`src/rtl/cl_pkg.sv`:
```
`default_nettype none
// ============================================================================
// Module      : cl_pkg
// Description : Shared definitions for the bit-serial logic sequencer:
//               logic-cell op codes and sequencer FSM state encoding.
// Revision    : 1.0 - initial release
// ============================================================================
package cl_pkg;

  // Logic-cell operation codes
  localparam logic [1:0] OP_AND  = 2'b00;
  localparam logic [1:0] OP_OR   = 2'b01;
  localparam logic [1:0] OP_XOR  = 2'b10;
  localparam logic [1:0] OP_NOTA = 2'b11;

  // Sequencer FSM state encoding
  typedef enum logic [1:0] {
    S_IDLE  = 2'b00,
    S_SHIFT = 2'b01,
    S_DONE  = 2'b10
  } state_t;

endpackage
`default_nettype wire

```
`src/rtl/cl_bit.sv`:
```
`default_nettype none
// ============================================================================
// Module      : cl_bit
// Description : 1-bit combinational logic cell. Selects AND / OR / XOR of
//               a and b, or the inverse of a (b ignored).
// Revision    : 1.0 - initial release
// ============================================================================
module cl_bit
  import cl_pkg::*;
(
  output logic       out,
  input  logic       a,
  input  logic       b,
  input  logic [1:0] s
);

  // Select the logic function from the op code
  always_comb begin
    out = 1'b0;
    case (s)
      OP_AND:  out = a & b;
      OP_OR:   out = a | b;
      OP_XOR:  out = a ^ b;
      OP_NOTA: out = ~a;
      default: out = 1'b0;
    endcase
  end

endmodule
`default_nettype wire

```
`src/rtl/cl_serial_seq.sv`:
```
`default_nettype none
// ============================================================================
// Module      : cl_serial_seq
// Description : Bit-serial sequencer around the 1-bit logic cell. Streams two
//               W-bit operands LSB-first through the cell, one bit per clock,
//               and assembles the result word in a right-shifting register.
// Revision    : 1.0 - initial release
// ============================================================================
module cl_serial_seq
  import cl_pkg::*;
#(
  parameter int W = 8
) (
  input  logic         clk,
  input  logic         reset_n,
  input  logic         start,
  input  logic [1:0]   op,
  input  logic [W-1:0] a_in,
  input  logic [W-1:0] b_in,
  output logic         busy,
  output logic         done,
  output logic [W-1:0] result
);

  localparam int              CNT_W  = $clog2(W);
  localparam logic [CNT_W-1:0] c_LAST = CNT_W'(W - 1);

  state_t           r_state;
  state_t           w_next;
  logic [W-1:0]     r_a_sh;
  logic [W-1:0]     r_b_sh;
  logic [1:0]       r_op_q;
  logic [CNT_W-1:0] r_cnt;
  logic [W-1:0]     r_result;
  logic             w_bit;
  logic             w_capture;

  // Operands are accepted only from IDLE or DONE; a start during SHIFT is ignored
  assign w_capture = start && ((r_state == S_IDLE) || (r_state == S_DONE));

  cl_bit u_cell (
    .out (w_bit),
    .a   (r_a_sh[0]),
    .b   (r_b_sh[0]),
    .s   (r_op_q)
  );

  // State register
  always_ff @(posedge clk or negedge reset_n) begin
    if (!reset_n) r_state <= S_IDLE;
    else          r_state <= w_next;
  end

  // Next-state logic: W shift cycles, one done cycle, optional back-to-back start
  always_comb begin
    w_next = r_state;
    case (r_state)
      S_IDLE:  if (start) w_next = S_SHIFT;
      S_SHIFT: if (r_cnt == c_LAST) w_next = S_DONE;
      S_DONE:  w_next = start ? S_SHIFT : S_IDLE;
      default: w_next = S_IDLE;
    endcase
  end

  // Operand capture, bit streaming and result assembly
  always_ff @(posedge clk or negedge reset_n) begin
    if (!reset_n) begin
      r_a_sh   <= '0;
      r_b_sh   <= '0;
      r_op_q   <= 2'b00;
      r_cnt    <= '0;
      r_result <= '0;
    end else if (w_capture) begin
      r_a_sh <= a_in;
      r_b_sh <= b_in;
      r_op_q <= op;
      r_cnt  <= '0;
    end else if (r_state == S_SHIFT) begin
      r_result <= {w_bit, r_result[W-1:1]};
      r_a_sh   <= {1'b0, r_a_sh[W-1:1]};
      r_b_sh   <= {1'b0, r_b_sh[W-1:1]};
      // Hold at the last index so the counter never wraps
      if (r_cnt != c_LAST) r_cnt <= r_cnt + CNT_W'(1);
    end
  end

  // Status flags decode directly from the state register
  assign busy   = (r_state == S_SHIFT);
  assign done   = (r_state == S_DONE);
  assign result = r_result;

endmodule
`default_nettype wire

```
`config.mk`:
```
export PLATFORM = sky130hd
export DESIGN_NAME = cl_serial_seq
export DESIGN_NICKNAME = d
export VERILOG_FILES = /design/src/rtl/cl_pkg.sv /design/src/rtl/cl_bit.sv /design/src/rtl/cl_serial_seq.sv
export SDC_FILE = /design/constraint.sdc
export NUM_CORES = 1
export LEC_CHECK = 0
export CORE_MARGIN = 2
export CORE_UTILIZATION = 49
export DETAILED_ROUTE_END_ITERATION = 7
export GPL_ROUTABILITY_DRIVEN = 0
export PLACE_DENSITY = 0.79
export SETUP_SLACK_MARGIN = 0.05
export SLEW_MARGIN = 20
export SYNTH_ARGS = -nofsm -noshare
export SYNTH_HDL_FRONTEND = slang
export SYNTH_SLANG_ARGS = --single-unit
```
`constraint.sdc`:
```
create_clock -name clk -period 1.8 [get_ports clk]
set_clock_uncertainty 0.05 [all_clocks]
set_input_delay 0.36 -clock clk [delete_from_list [all_inputs] [get_ports clk]]
set_output_delay 0.36 -clock clk [all_outputs]
set_load 0.01 [all_outputs]
```
======== After elaboration in Yosys (flattened, before gate mapping) ========
Index checks and enable logic that the tools add are counted.
operators by class
  add/sub/neg operators ................... 1
  equality and inequality tests ........... 9
  multiplexer cells ....................... 12
  bitwise operators ....................... 5
  reductions and logical operators ........ 9
operators by type and width
  kind                                                   count
  two-way mux 8 bit                                      4
  two-way mux 3 bit                                      3
  == test 2 bit, second input constant                   3
  case mux 2 bit (3 select lines)                        1
  AND reduction 2 bit                                    3
  == test 2 x 1 -> 1 bit, second input constant          2
  logical NOT 2 bit                                      2
  two-way mux 2 bit                                      2
  case mux 1 bit (4 select lines)                        1
  nonzero test 2 bit                                     2
  adder 3 x 1 -> 3 bit, second input constant            1
  == test 3 bit, second input constant                   1
  inequality test 3 bit, second input constant           1
  inequality test 2 x 1 -> 1 bit, second input constant  1
  inequality test 2 bit, second input constant           1
  NOT 1 bit                                              2
  bitwise AND 1 bit                                      1
  logical AND 1 bit                                      1
  logical OR 1 bit                                       1
  two-way mux 1 bit                                      1
  bitwise OR 1 bit                                       1
  bitwise XOR 1 bit                                      1
word-level totals
  bits in registers ....................... 31
  output and inout port bits .............. 10
  logic and storage cells ................. 42

======== Logic depth before layout (Yosys ltp) ========
Gate-level depths: netlist (run 1).
  depth after elaboration ................. 5
  depth in mapped cells ................... 6

======== Cells and area by module ========
From an unflattened synthesis (run 1), not the netlist that was laid out.
second synthesis, totals
  cell total of the unflattened synthesis .. 148
  area, all modules ....................... 1505.2 µm²
modules (own cells, without submodules)
  module         instances  cells an instance  area each (µm²)  sequential area each (µm²)
  cl_serial_seq  1          142                1446.4           775.7
  cl_bit         1          6                  58.8             0.0

======== Worst setup path before layout (run 1) ========
OpenSTA, ideal clock, no wires.
  path kind ............................... register to register
  start point ............................. register r_cnt[0]
  end point ............................... register r_cnt[0]
  library setup time ...................... 0.122 ns
  arrival time ............................ 1.339 ns
  data required time ...................... 1.628 ns
  path slack .............................. 0.289 ns
  cell stages (with the launch flop) ...... 7
  buffers on the path ..................... 1
  period minus slack after synthesis ...... 1.511 ns
  cell sequence ........................... dfrtp_1 ha_1 ha_1 or3b_1 buf_2 nand3_1 o21ai_1
between the ends
  word-level cells in the longest chain between the ends .. 4
  elaborated cells between the ends (all ways) .. 7
RTL lines
  element                 line                 source
  start, declared         cl_serial_seq.sv:33  logic [CNT_W-1:0] r_cnt;
  start signal, assigned  cl_serial_seq.sv:83  if (r_cnt != c_LAST) r_cnt <= r_cnt + CNT_W'(1);
  adder 3 x 1 -> 3 bit    cl_serial_seq.sv:83
  two-way mux 3 bit       cl_serial_seq.sv:83
  two-way mux 3 bit       cl_serial_seq.sv:78  end else if (r_state == S_SHIFT) begin
  two-way mux 3 bit       cl_serial_seq.sv:73  end else if (w_capture) begin
Parallel ways exist; a longest one is shown, timed or not. The select of a mux whose other input is x is not followed.
A chain may end at the register's enable or synchronous reset.

======== Final worst setup path (run 1) ========
  start point ............................. register r_result[4], in the netlist result[4]
  end point ............................... output port result[4]
RTL lines
  element                 line                 source
  start, declared         cl_serial_seq.sv:34  logic [W-1:0] r_result;
  start signal, assigned  cl_serial_seq.sv:79  r_result <= {w_bit, r_result[W-1:1]};
  end, declared           cl_serial_seq.sv:22  output logic [W-1:0] result
No word-level cell between the ends.

==> results of run 1 <==
-- synth_stat cells --
master     n
a221o_1    2
mux2_4     1
a22oi_1    2
a21oi_1    1
nand2b_1   2
and2_1     1
or3b_1     1
nor3_1     4
nand3_1    6
inv_1      4
a31oi_1    8
nor2_1    10
nor2b_1    2
mux4_2     1
inv_2      2
nand2_1   50
ha_1       4
buf_4      2
buf_2      6
o21ai_1    3
dfrtp_1   31
clkbuf_1   1
o22ai_1    2
-- kinds of logic (layout without fill, tap and decap cells) --
family,after synthesis,in the layout,share of synthesized area
simple gates,76,76,0.231
compound gates,18,18,0.0860
mux,2,2,0.0274
flops,31,31,0.567
fa+ha+maj,4,4,0.0366
buf+inv,15,47,0.0521
-- state kept, by name (all words and copies together) (netlist names) --
signal and cells:
r_a_sh 8, r_b_sh 8, result 8, r_cnt 3, r_op_q 2, r_state 2
-- routing by layer --
metal,wire length [µm],vias up
met5,0,-
met4,15,0
met3,141,2
met2,1300,32
met1,1170,492
li1,-,544
-- cells in the final DEF, fill, tap and decap left out --
cell type        synthesis  final
dfrtp_1                 31     31
inv_2                    2      2
nor2_1                  10     10
a22oi_1                  2      2
nand3_1                  6      6
clkdlybuf4s50_1          0     28
clkbuf_4                 0      5
dlygate4sd2_1            0      2
nor2b_1                  2      2
mux4_2                   1      1
mux2_4                   1      1
inv_1                    4      4
buf_4                    2      4
a21oi_1                  1      1
or3b_1                   1      1
o22ai_1                  2      2
nor3_1                   4      4
ha_1                     4      4
clkbuf_1                 1      1
o21ai_1                  3      3
nand2b_1                 2      2
buf_12                   0      1
nand2_1                 50     50
and2_1                   1      1
a31oi_1                  8      8
a221o_1                  2      2
-- final cells by class --
cell class	instances	area share
sequential	31	0.444
multi-input combinational	100	0.298
timing repair buffer	35	0.199
clock buffer	6	0.0236
tap	31	0.0222
inverter	6	0.0129
-- worst max path at each step --
stage / startpoint / end
2_1_floorplan: r_cnt[0] / r_cnt[0]
3_3_place_gp: start / r_a_sh[0]
3_5_place_dp: start / r_a_sh[7]
4_1_cts: result[6] / result[6]
5_1_grt: r_state[1] / busy
6_report: result[4] / result[4]
-- power by group --
group	switching, µW	leakage (µW)	internal (µW)	total, µW
Sequential	197	0.000384	1020	1220
Clock	202	0.0000242	139	341
Combinational	634	0.000425	615	1250
-- per-stage QoR --
| stage | total power (µW) | util | cell area [µm²] | std cells | hold slack, ps |
|---|---|---|---|---|---|
| 5_1_grt | 3070 | 0.645 | 1750 | 209 | 392 |
| 3_3_place_gp | 2430 | 0.630 | 1710 | 203 | 411 |
| 2_1_floorplan | 2060 | - | 1370 | 146 | 14.4 |
| 4_1_cts | 2840 | 0.645 | 1750 | 209 | 379 |
| 3_5_place_dp | 2500 | 0.630 | 1710 | 203 | 428 |
| 6_report | 2810 | 0.645 | 1750 | 209 | 374 |
-- repair_timing --
item | 4_1_cts | 5_1_grt
endpoints found under the hold margin | 0 | 0
resized for setup | 2 | 0
endpoints found under the setup margin | 2 | 0
==> results_dict.tcl, run 1 <==
set metrics [dict create \
    start_kind "flop" \
    timing.critical_path.buf_inv 1 \
    max_slew_margin 0.740 \
    synth_top_area_frac 0.567 \
    reg2reg_depth 5 \
    final_max_slew_viol_count 0 \
    yosysTopAreaCell "dfrtp_1" \
    gr-usage-met1 0.247 \
    rsz0062_at_grt "no" \
    clk_pin_slew_worst_paths_ps 90 \
    dieArea_um2 3230 \
    seq_area_um2 776 \
    grt_overflow 0 \
    antenna_found_initial 0 \
    reg2reg_from "r_cnt[0]" \
    crit_required_ps 1390 \
    rows 19 \
    reg2reg_to "r_cnt[0]" \
    postRouteAntennaNets 0 \
    syn_inst 146 \
    start_util 0.505 \
    tightest_slew_ps 390 \
    fp.dieW_um 56.8 \
    cts.sinks 31 \
    path_max_fanout 3 \
    grt_pass1_vias 1018 \
    port-buffer-count 30 \
    area_growth_pct 27.7 \
    pre_cts_ws_ps 140 \
    seq_area_frac_synth 0.567 \
    cts_buffer_depth 2 \
    grt_use_met3 0.0461 \
    syn_nets 171 \
    slowest_delay_ps 540 \
    clk_latency_ps 310 \
    p_leak_uw 0.000833 \
    dr.pass1.iters 6 \
    critPathArrivalTime_ps 1230 \
    crit_family "buffers and inverters" \
    pwr_density_cell_nw_per_um2 1610 \
    diodes 0 \
    ys_types 23 \
    path_cells "clkdlybuf4s50_1" \
    hold_path.class "input port to async pin" \
    vias 1070 \
    numCtsBuffers 5 \
    die_h_um 56.8 \
    min_period_over_period 0.909 \
    busiest_layer "met2" \
    post_cts_buffers 0 \
    status "finished, final reports clean" \
    final_nets 204 \
    syn_area_per_cell_um2 9.37 \
    grt_start_max_net_pins 32 \
    fin_crit_ps 1640 \
    drt_wl_total_mm 2.63 \
    drc 0 \
    synth_area_leaders "dfrtp_1 57%, nand2_1 14%, a31oi_1 3.7%, ha_1 3.7%, nor2_1 2.7%" \
    hold_viol 0 \
    root_buffer "clkbuf_4" \
    grt_use_met2 0.296 \
    setup_viol 0 \
    ir_drop_mv 1.28 \
    tns_ps 0 \
    vias_per_cell 5.12 \
    multiInputGateArea_um2 520 \
    drive_gt1_frac 0.0787 \
    wl_per_cell_um 12.6 \
    hpwl_mm 1.87 \
    ys_warn_count 0 \
    ys_seq_elements 31 \
    hold_buffers 0 \
    ios 31 \
    core-area_um2 2710 \
    h-tree-depth 2 \
    slowest_stage "clkdlybuf4s50_1" \
    cp_num_cells 1 \
    nFillCells 242 \
    critical_path_class "flop to output port" \
    grt_first_pass_wirelength_mm 4.57 \
    setup_ws_ps 164 \
    critPathCaptureType "output port" \
    track_usage 0.185 \
    clock.fmax_ghz 0.611 \
    drv_cap 0 \
    rrSetupSlack_ps 190 \
    tritoncts "yes" \
    syn_area_um2 1370 \
    drtIter0Drc 36 \
]
Power figures use the tool's default switching activity.
==> run 2: changes to the inputs <==
Settings changed: CORE_UTILIZATION 49 to 52, CTS_BUF_LIST set to sky130_fd_sc_hd__clkbuf_8, PLACE_DENSITY 0.79 to 0.82, SYNTH_HIERARCHICAL set to 1.
==> results_dict.tcl, run 2 <==
set metrics [dict create \
    antenna_found_initial 0 \
    clk_latency_ps 290 \
    synthTopCellsByCount "31 x dfrtp_1, 30 x nand2_1, 14 x a21oi_1" \
    start_kind "flop" \
    fp.dieW_um 57.8 \
    diodes 0 \
    area_growth_pct 27.3 \
    cts_resized 2 \
    final_nets 208 \
    drtIter0Drc 21 \
    hold_buffers 0 \
    post_cts_buffers 0 \
    grt_first_pass_wirelength_mm 5.15 \
    whs_ps 417 \
    p_total_uw 3090 \
    cts_buffer_depth 2 \
    synth_top_area_frac 0.515 \
    vias_per_cell 5.60 \
    status "finished, final reports clean" \
    grt_overflow 0 \
    die_h_um 57.8 \
    max_slew_margin 0.744 \
    grt_start_max_net_pins 32 \
    final_cell_mix "31 x dfrtp_1, 30 x nand2_1, 28 x clkdlybuf4s50_1" \
    place_area_um2 1830 \
    path_cells "or2b_4 -> inv_2 -> dlygate4sd2_1" \
    synth_area_leaders "dfrtp_1 52%, nand2_1 7.5%, mux2i_1 6.0%, a21oi_1 4.7%, a211oi_1 4.0%" \
    layout_commonest_cell "dfrtp_1" \
    final_max_slew_viol_count 0 \
    hold_path.class "input port to async pin" \
    ys_seq_elements 31 \
    ys_warn_count 6 \
    clock.fmax_ghz 0.601 \
    pwr_density_cell_nw_per_um2 1610 \
    tns_ps 0 \
    drive_gt1_frac 0.125 \
    start_util 0.546 \
    dieArea_um2 3340 \
    syn_inst 148 \
    dr.pass1.iters 4 \
    hold_viol 0 \
    synth_most_common_cell "dfrtp_1" \
    ys_types 27 \
    min_period_over_period 0.925 \
    slowest_delay_ps 390 \
    drv_cap 0 \
    seq_area_frac_synth 0.515 \
    port-buffer-count 30 \
    tightest_slew_ps 384 \
    hpwl_mm 2.25 \
    crit_required_ps 1390 \
    fin_crit_ps 1660 \
    ios 31 \
    h-tree-depth 2 \
    root_buffer "clkbuf_8" \
    crit_family "flip-flops" \
    slowest_stage "dfrtp_1" \
    synth_flop_cell "dfrtp_1" \
    cts.sinks 31 \
    drt_wl_total_mm 3.17 \
    ir_drop_mv 1.21 \
    rows 19 \
    critPathArrivalTime_ps 1250 \
    syn_area_per_cell_um2 10.2 \
    p_leak_uw 0.000875 \
    numCtsBuffers 5 \
    critPathCaptureType "output port" \
    async_flop_share 1.00 \
    track_usage 0.209 \
    rsz0062_at_grt "no" \
    critical_path_class "flop to output port" \
    syn_nets 173 \
    wl_per_cell_um 14.8 \
    core-area_um2 2760 \
    finalInstanceArea_um2 1920 \
    synth_edf_count 0 \
    path_max_fanout 3 \
    tritoncts "yes" \
    setup_viol 0 \
    post-place-cells 207 \
    grt_pass1_vias 1196 \
    syn_area_um2 1510 \
    yosysTopAreaCell "dfrtp_1" \
    vias 1205 \
    timing.critical_path.buf_inv 2 \
    drc 0 \
    clk_pin_slew_worst_paths_ps 60 \
    postRouteAntennaNets 0 \
    fin_cells 215 \
]
run 2: cell count changes in the layout (fill, tap and decap cells not counted), sizes merged, moves of 8 or more:
cell	delta
nand2	-20
a21oi	+13
mux2i	+9
a211oi	+8
a31oi	-8
nor2	-8
nor2b	+8
run 2: final timing paths:
check,start,to,slack (ps),depth (start not counted)
setup reg to reg,r_a_sh[0],result[7],300,5
setup / recovery,r_state[1],busy,140,3
min in group clk,result[0],result[0],440,2
hold / removal,reset_n,r_b_sh[0],420,2
hold reg to reg,result[0],result[0],440,2
max in group asynchronous,reset_n,r_cnt[1],1010,2
run 2: cell type report:
cell class | count | area (µm²)
Tap cell | 31 | 38.8
Fill cell | 225 | 842
Inverter | 10 | 37.5
Clock buffer | 5 | 68.8
Sequential cell | 31 | 776
Clock inverter | 3 | 15.0
Timing Repair Buffer | 36 | 343
Multi-Input combinational cell | 99 | 637
run 2: cells by family after synthesis:
family	share of synthesized area
buffers and inverters	0.0615
xor gates and xnor gates	0.00582
muxes	0.0898
adders and majority gates	0.0333
and+or+nand+nor	0.152
DFF	0.515
AOI/OAI and AO/OA	0.142
run 2: worst register-to-register path: cells and delay by family, from the launching register on:
kind	cells	cell delay, ps
multiplexers	1	470
flip-flops	1	400
adder cells (fa/ha/maj)	1	290
AND/OR/NAND/NOR	2	110
buffers and inverters	1	80
run 2: through the flow:
step                setup WS [ps]  utilization
finish                        135        0.695
global route                 69.3        0.695
CTS                           124        0.695
detailed placement           78.4        0.665
global placement              134        0.665
floorplan                     416            -
run 2: routing by layer:
| layer | routed length [µm] | part of all wire | up-vias | global-route usage |
|---|---|---|---|---|
| li1 | - | - | 571 | - |
| met5 | 0 | 0 | - | 0 |
| met1 | 1300 | 0.41 | 585 | 0.233 |
| met2 | 1600 | 0.51 | 39 | 0.354 |
| met4 | 74 | 0.023 | 0 | 0.0997 |
| met3 | 197 | 0.062 | 10 | 0.0759 |
run 2: power breakdown:
part	total [µW]	switching (µW)	internal, µW
combinational	1310	646	664
clock	528	264	264
sequential	1250	232	1020
total	3090	1140	1950
==> run 3: changes to the inputs <==
Settings changed: CORE_UTILIZATION 52 to 51, SYNTH_HIERARCHICAL 1 to unset.
==> results_dict.tcl, run 3 (synthesized netlist as in run 1, its figures left out) <==
set metrics [dict create \
    status "finished, final reports clean" \
    p_leak_uw 0.000861 \
    multiInputGateArea_um2 520 \
    drive_gt1_frac 0.0944 \
    start_util 0.547 \
    vias 1134 \
    track_usage 0.189 \
    slowest_delay_ps 450 \
    drt_wl_total_mm 2.73 \
    layout_commonest_cell "nand2_1" \
    slowest_stage "or3b_1" \
    port-buffer-count 30 \
    drv_cap 0 \
    tritoncts "yes" \
    critPathCaptureType "flop" \
    grt_pass1_vias 1025 \
    rrSetupSlack_ps 200 \
    rows 18 \
    hold_viol 0 \
    cts_resized 2 \
    cpMostUsedCell "ha_1" \
    fin_crit_ps 1600 \
    critical_path_class "flop to flop" \
    pre_cts_ws_ps 122 \
    cts.sinks 31 \
    reg2reg_depth 5 \
    min_period_over_period 0.890 \
    reg2reg_to "r_cnt[0]" \
    final_nets 205 \
    post-place-cells 203 \
    tns_ps 0 \
    tightest_slew_ps 380 \
    max_slew_margin 0.747 \
    final_cell_mix "50 x nand2_1, 31 x dfrtp_1, 28 x clkdlybuf4s50_1" \
    die_h_um 55.8 \
    ios 31 \
    dr.pass1.iters 4 \
    fp.dieW_um 55.8 \
    area_growth_pct 31.6 \
    grt_overflow 0 \
    setup_ws_ps 198 \
    rsz0062_at_grt "no" \
    timing.critical_path.buf_inv 0 \
    dieArea_um2 3110 \
    seq_area_um2 776 \
    root_buffer "clkbuf_8" \
    critPathArrivalTime_ps 1710 \
    reg2reg_from "r_cnt[0]" \
    nFillCells 184 \
    crit_required_ps 1910 \
    hold_path.class "input port to async pin" \
    final_max_slew_viol_count 0 \
    crit_family "simple AND/OR/NAND/NOR gates" \
    path_max_fanout 7 \
    pwr_density_cell_nw_per_um2 1690 \
    ir_drop_mv 1.36 \
    hold_buffers 0 \
    clk_latency_ps 280 \
    clock.fmax_ghz 0.624 \
    setup_viol 0 \
    drc 0 \
    cts_buffer_depth 2 \
    grt_start_max_net_pins 32 \
    diodes 0 \
    grt_first_pass_wirelength_mm 4.35 \
    whs_ps 406 \
    wl_per_cell_um 13.0 \
    vias_per_cell 5.40 \
    h-tree-depth 2 \
    path_cells "ha_1 -> ha_1 -> or3b_1 -> nand3_1 -> o21ai_1" \
    core-area_um2 2500 \
    hpwl_mm 1.86 \
    antenna_found_initial 0 \
    drtIter0Drc 22 \
    postRouteAntennaNets 0 \
    fin_cells 210 \
    post_cts_buffers 0 \
    numCtsBuffers 5 \
    start_kind "flop" \
    clk_pin_slew_worst_paths_ps 60 \
]
[run 3: cell count changes in the layout (fill, tap and decap cells not counted), sizes merged, moves of 8 or more]
| cell | before | now |
|---|---|---|
| a211oi | 8 | 0 |
| a21oi | 14 | 1 |
| a31oi | 0 | 8 |
| mux2i | 9 | 0 |
| nand2 | 30 | 50 |
| nor2 | 2 | 10 |
| nor2b | 10 | 2 |
[run 3: worst max path at each step]
stage              start         to  slack, ps  cells past startpoint
6_report        r_cnt[0]   r_cnt[0]        200                      5
5_1_grt         r_cnt[0]   r_cnt[0]        120                      5
4_1_cts        result[6]  result[6]        170                      1
3_5_place_dp       start  r_b_sh[0]        120                      4
3_3_place_gp       start  r_b_sh[0]        140                      4
2_1_floorplan   r_cnt[0]   r_cnt[0]        290                      6
[run 3: power breakdown]
group | switching, µW | internal (µW) | leakage (µW)
clock network | 244 | 299 | 0.0000470
registers | 196 | 1020 | 0.000384
logic | 652 | 622 | 0.000430
total | 1090 | 1940 | 0.000861
[run 3: worst register-to-register path, delay by kind of cell (launching register included)]
family,cells,cell delay (ps)
AND/OR/NAND/NOR,2,570
AO/OA/AOI/OAI,1,70
adder cells (fa/ha/maj),2,390
flip-flops,1,400
[run 3: area by class of cell]
type	count	area share
Clock buffer	6	0.0459
Clock inverter	1	0.00278
Inverter	6	0.0125
Multi-Input combinational cell	100	0.289
Sequential cell	31	0.431
Tap cell	30	0.0209
Timing Repair Buffer	36	0.197
[run 3: layer usage]
layer,vias up,part of all wire,GRT usage
li1,548,-,-
met3,6,0.066,0.0814
met2,40,0.50,0.315
met5,-,0,0
met4,0,0.021,0.0941
met1,540,0.41,0.205
[run 3: metrics by stage]
step	power (µW)	utilization	area, µm²
after floorplan	2060	-	1370
after global placement	2430	0.686	1710
after detailed placement	2520	0.686	1710
after CTS	3060	0.720	1800
after global routing	3250	0.720	1800
final	3040	0.720	1800
